<file path="config.mk">
export PLATFORM = sky130hd
export DESIGN_NAME = puf_challenge_gen
export DESIGN_NICKNAME = d
export VERILOG_FILES = /design/src/rtl/puf_chal_pkg.sv /design/src/rtl/puf_lfsr.sv /design/src/rtl/puf_challenge_gen.sv
export SDC_FILE = /design/constraint.sdc
export NUM_CORES = 1
export LEC_CHECK = 0
export ABC_AREA = 1
export CORE_MARGIN = 3
export CORE_UTILIZATION = 44
export DETAILED_ROUTE_END_ITERATION = 6
export GPL_ROUTABILITY_DRIVEN = 0
export PLACE_DENSITY = 0.76
export SYNTH_ARGS = -nofsm -noshare
export SYNTH_HDL_FRONTEND = slang
export SYNTH_SLANG_ARGS = --single-unit
</file>
<file path="constraint.sdc">
create_clock -name clk -period 2.3 [get_ports clk]
set_input_delay 0.345 -clock clk [delete_from_list [all_inputs] [get_ports clk]]
set_output_delay 0.345 -clock clk [all_outputs]
set_load 0.005 [all_outputs]
</file>
<file path="src/rtl/puf_chal_pkg.sv">
// Shared types and LFSR helpers for the PUF challenge generator.
package puf_chal_pkg;

  typedef enum logic [1:0] {
    IDLE,
    SETTLE,
    PRESENT,
    DONE
  } state_e;

  // x^32 + x^22 + x^2 + x + 1 in Galois (right-shift) form
  localparam logic [31:0] TAPS_32 = 32'h80200003;

  function automatic logic [31:0] lfsr_step32(input logic [31:0] s, input logic [31:0] taps);
    return (s >> 1) ^ (s[0] ? taps : 32'h0);
  endfunction

endpackage

</file>
<file path="src/rtl/puf_lfsr.sv">
// Parameterised Galois LFSR with synchronous load, step enable and zero-seed guard.
module puf_lfsr
  import puf_chal_pkg::*;
#(
  parameter int unsigned      Width = 32,
  parameter logic [Width-1:0] Taps  = Width'(TAPS_32)
) (
  input  logic             clk,
  input  logic             rst,
  input  logic             load,
  input  logic [Width-1:0] seed,
  input  logic             step,
  output logic [Width-1:0] state
);

  logic [Width-1:0] next_state;

  generate
    if (Width == 32) begin : g_pkg_step
      assign next_state = lfsr_step32(state, Taps);
    end else begin : g_generic_step
      assign next_state = (state >> 1) ^ (state[0] ? Taps : '0);
    end
  endgenerate

  always_ff @(posedge clk or posedge rst) begin
    if (rst) begin
      state <= Width'(1);
    end else if (load) begin
      state <= (seed == '0) ? Width'(1) : seed;
    end else if (step) begin
      state <= next_state;
    end
  end

endmodule

</file>
<file path="src/rtl/puf_challenge_gen.sv">
// PUF challenge sequencer: LFSR challenges, settle delay, valid/ready handoff.
// Optional true/complement issue of each state: define PUF_CHAL_COMPLEMENT_EN.
module puf_challenge_gen
  import puf_chal_pkg::*;
#(
  parameter int unsigned      Width        = 32,
  parameter int unsigned      CountW       = 16,
  parameter int unsigned      SettleCycles = 8,
  parameter logic [Width-1:0] Taps         = Width'(TAPS_32)
) (
  input  logic              clk,
  input  logic              reset,
  input  logic              seed_load,
  input  logic [Width-1:0]  seed,
  input  logic              start,
  input  logic [CountW-1:0] num_challenges,
  input  logic              chal_ready,
  output logic [Width-1:0]  chal_out,
  output logic              chal_valid,
  output logic              busy,
  output logic              done,
  output logic [CountW-1:0] issued_count
);

  localparam int unsigned    SW            = $clog2(SettleCycles + 1);
  localparam logic [SW-1:0]  SETTLE_RELOAD = SW'(SettleCycles - 1);

  state_e            state_q, state_d;
  logic [SW-1:0]     settle_q;
  logic [CountW-1:0] target_q, issued_q, issued_inc;
  logic              valid_q, done_q;
  logic [Width-1:0]  lfsr_state;
  logic              lfsr_load, lfsr_step;
  logic              hs, last, step_ok;

  assign hs         = (state_q == PRESENT) && valid_q && chal_ready;
  assign issued_inc = issued_q + CountW'(1);
  assign last       = (issued_inc == target_q);

  puf_lfsr #(
    .Width (Width),
    .Taps  (Taps)
  ) u_lfsr (
    .clk   (clk),
    .rst   (reset),
    .load  (lfsr_load),
    .seed  (seed),
    .step  (lfsr_step),
    .state (lfsr_state)
  );

`ifdef PUF_CHAL_COMPLEMENT_EN
  logic phase_q;

  // Advance only after the complement issue, or when an odd run ends on a true issue
  assign step_ok  = phase_q || last;
  assign chal_out = phase_q ? ~lfsr_state : lfsr_state;

  always_ff @(posedge clk or posedge reset) begin
    if (reset) begin
      phase_q <= 1'b0;
    end else if (hs) begin
      phase_q <= !step_ok;
    end
  end
`else
  assign step_ok  = 1'b1;
  assign chal_out = lfsr_state;
`endif

  always_comb begin
    state_d   = state_q;
    lfsr_load = 1'b0;
    lfsr_step = 1'b0;
    case (state_q)
      IDLE: begin
        lfsr_load = seed_load;
        if (start) state_d = (num_challenges != '0) ? SETTLE : DONE;
      end
      SETTLE:  if (settle_q == '0) state_d = PRESENT;
      PRESENT: begin
        if (hs) begin
          lfsr_step = step_ok;
          state_d   = last ? DONE : SETTLE;
        end
      end
      DONE:    state_d = IDLE;
      default: state_d = IDLE;
    endcase
  end

  // chal_valid is registered, so it rises one cycle after PRESENT is entered
  always_ff @(posedge clk or posedge reset) begin
    if (reset) begin
      state_q  <= IDLE;
      settle_q <= '0;
      target_q <= '0;
      issued_q <= '0;
      valid_q  <= 1'b0;
      done_q   <= 1'b0;
    end else begin
      state_q <= state_d;
      done_q  <= (state_q == DONE);
      case (state_q)
        IDLE: begin
          if (start) begin
            target_q <= num_challenges;
            issued_q <= '0;
            settle_q <= SETTLE_RELOAD;
          end
        end
        SETTLE: if (settle_q != '0) settle_q <= settle_q - SW'(1);
        PRESENT: begin
          if (hs) begin
            issued_q <= issued_inc;
            settle_q <= SETTLE_RELOAD;
            valid_q  <= 1'b0;
          end else begin
            valid_q <= 1'b1;
          end
        end
        default: ;
      endcase
    end
  end

  assign chal_valid   = valid_q;
  assign done         = done_q;
  assign busy         = (state_q == SETTLE) || (state_q == PRESENT);
  assign issued_count = issued_q;

endmodule

</file>
==> impl_metrics.json <==
{
  "firstDrtPassIters": 7,
  "powerDensity_nw_per_um2": 1150,
  "maxSlewViolCount": 0,
  "clk_path_buf_depth": 2,
  "crit_arrival_ps": 2330,
  "grt_max_degree": 73,
  "cts_buffers": 9,
  "cp_max_fo": 7,
  "initial_core_util_pct": 46.7,
  "ys_ff_latch": 72,
  "totalWireLength_mm": 11.2,
  "drive_gt1_share_pct": 6.00,
  "grt_pass1_vias": 4037,
  "ir_worst_vdd_mv": 0.612,
  "vias": 4005,
  "path_clk_slew_ps": 80,
  "finalNetCount": 688,
  "fin_skew_ps": 14.9,
  "clock.fmax_mhz": 489,
  "grt_pass1_wl_mm": 18.4,
  "end_kind": "flop",
  "layout.cells.non_filler": 738,
  "synth_area_per_cell_um2": 7.55,
  "die_h_um": 101,
  "syn-cell-area_um2": 3950,
  "final.period_utilization_pct": 88.9,
  "rsz0062_at_grt": "no",
  "cts.sinks": 72,
  "p_total_mw": 6.14,
  "status": "finished clean",
  "worst_slew_pin_slew_ps": 488,
  "grt_usage_pct": 22.6,
  "areaGrowthSynthToFinish_pct": 35.4,
  "start_kind": "flop",
  "core_area_um2": 8460,
  "drtIter0Drc": 157,
  "crit_path_start": "issued_count[0]$_DFFE_PP0P_",
  "r2r_cells": 11,
  "maxSlewHeadroom_pct": 67.4,
  "drcViolationCount": 0,
  "cts_setup_buffers": 0,
  "dpl.cell_count": 722,
  "p_leak_nw": 2.38,
  "dp_hpwl_mm": 8.31,
  "whs_ps": 383,
  "cp.required_ps": 2590,
  "critical_path.reg2reg.startpoint": "issued_count[0]$_DFFE_PP0P_",
  "grt-ovfl-total": 0,
  "hold_path.class": "in -> async",
  "cts_root_buf": "clkbuf_8",
  "synth_fp_nets": 583,
  "antenna_found_initial": 0,
  "pin_count": 104,
  "postCtsResizedCells": 0,
  "hold_viol": 0,
  "yosys_warnings": 0,
  "crit_type": "reg -> reg",
  "maxCapViolCount": 0,
  "yosysSeqAreaShare_pct": 45.6,
  "num_antenna_cells": 0,
  "htreeDepth": 3,
  "vias_per_cell": 5.43,
  "final_antenna_net_count": 0,
  "io_buffers": 103,
  "syn_inst": 523,
  "hold_buffers": 0,
  "r2r_end": "state_q[1]$_DFFE_PP0P_",
  "cts_tree": "built",
  "r2r_slack_ps": 260,
  "dieWidth_um": 101,
  "fin_setup_tns_ps": 0,
  "crit_end": "state_q[1]$_DFFE_PP0P_",
  "drt-wirelength-per-cell_um": 15.1,
  "period_minus_slack_ps": 2040,
  "setup_viol": 0,
  "finish.utilization_pct": 63.2,
  "die_area_um2": 10200,
  "yosysUniqueCellTypes": 36,
  "num_rows": 33,
  "clock_latency_ps": 350
}
-- worst min path at each step --
stage | from | endpoint | slack, ps | cells past startpoint
floorplan | target_q[6]$_DFFE_PP0P_ | target_q[6]$_DFFE_PP0P_ | 450 | 2
global placement | target_q[6]$_DFFE_PP0P_ | target_q[6]$_DFFE_PP0P_ | 470 | 2
detailed placement | target_q[10]$_DFFE_PP0P_ | target_q[10]$_DFFE_PP0P_ | 500 | 2
CTS | reset | u_lfsr.state[29]$_DFFE_PP0P_ | 410 | 3
global route | reset | u_lfsr.state[28]$_DFFE_PP0P_ | 440 | 3
finish | reset | target_q[12]$_DFFE_PP0P_ | 380 | 3
-- per-stage QoR --
step	setup WS (ps)	instance area (µm²)
6_report	256	5350
5_1_grt	85.5	5350
4_1_cts	270	5350
3_5_place_dp	301	5130
3_3_place_gp	361	5130
2_1_floorplan	132	3950
-- area by class of cell --
cell class / instances / area, µm²
clock inverters: 6 / 92.6
inverters: 56 / 210
flip-flops and latches: 72 / 1800
clock buffers: 10 / 128
repair buffers: 113 / 1120
fillers: 712 / 3120
multi-input cells: 376 / 1860
well taps: 105 / 131
-- per-layer routing --
metal  wire, µm  track usage, %  up-vias
met1       4460            26.7     1874
met2       5520            38.7      175
li1           -               -     1936
met4        198            9.12        0
met5          0               0        -
met3        994            6.30       20
-- synthesized netlist by cell type (all sizes together) --
| library cell | number | area, µm² |
|---|---|---|
| a21o | 1 | 7.51 |
| a21oi | 35 | 179 |
| a31oi | 2 | 12.5 |
| and2 | 1 | 6.26 |
| and3 | 1 | 6.26 |
| buf | 2 | 10.0 |
| clkbuf | 17 | 63.8 |
| dfrtp | 71 | 1780 |
| dfstp | 1 | 26.3 |
| ha | 7 | 87.6 |
| inv | 56 | 210 |
| mux2 | 1 | 11.3 |
| nand2 | 121 | 464 |
| nand3 | 30 | 150 |
| nand3b | 5 | 37.5 |
| nand4 | 9 | 56.3 |
| nor2 | 68 | 287 |
| nor3 | 4 | 20.0 |
| nor3b | 1 | 7.51 |
| nor4 | 5 | 31.3 |
| o211ai | 4 | 30.0 |
| o21ai | 58 | 290 |
| o22ai | 12 | 75.1 |
| o41ai | 1 | 8.76 |
| or2 | 3 | 18.8 |
| xnor2 | 1 | 8.76 |
| xor2 | 5 | 43.8 |
| xor3 | 1 | 23.8 |
-- critical path, cell delays in order, from the launching register on --
cell	delay, ps
dfrtp_1	480
ha_1	250
nand2_1	80
nor2_2	280
nand3_1	200
xor3_1	260
nand2_1	60
nor2_1	90
nand3_1	70
nand2_1	60
nand2_1	60
a21oi_2	100
-- power by group --
group / internal (mW) / total, mW / switching (mW) / leakage, nW
sequential: 1.80 / 2.23 / 0.428 / 0.882
combinational: 1.36 / 2.81 / 1.44 / 1.39
clock: 0.617 / 1.11 / 0.493 / 0.103
total: 3.78 / 6.14 / 2.37 / 2.38
-- cells by family (layout without fill, tap and decap cells) --
kind of cell / Yosys count / after routing / synth area share (%)
AOI/OAI and AO/OA: 113 / 113 / 15.3
xor gates and xnor gates: 7 / 7 / 1.93
muxes: 1 / 1 / 0.285
DFF: 72 / 72 / 45.6
buffers and inverters: 75 / 185 / 7.19
and+or+nand+nor: 248 / 248 / 27.5
adders and majority gates: 7 / 7 / 2.22
-- state kept, by name (all words and copies together), names as in the netlist --
register	count
u_lfsr.state	32
issued_count	16
target_q	16
settle_q	4
state_q	2
chal_valid	1
done	1
-- placed cells by master, fill, tap and decap left out, types with 2 or more instances in the layout --
cell type and count:
nand2_1 119, clkdlybuf4s50_1 103, dfrtp_1 71, nor2_1 63
inv_1 55, o21ai_0 50, a21oi_1 34, nand3_1 30
o22ai_1 12, nand4_1 9, clkbuf_8 9, buf_4 9
o21ai_1 8, ha_1 7, xor2_1 5, nor4_1 5
nand3b_1 5, nor3_1 4, o211ai_1 4, nor2_2 3
a31oi_1 2, or2_2 2, bufinv_16 2, clkinvlp_4 2
Note: power is estimated with default switching activity, not from simulation.
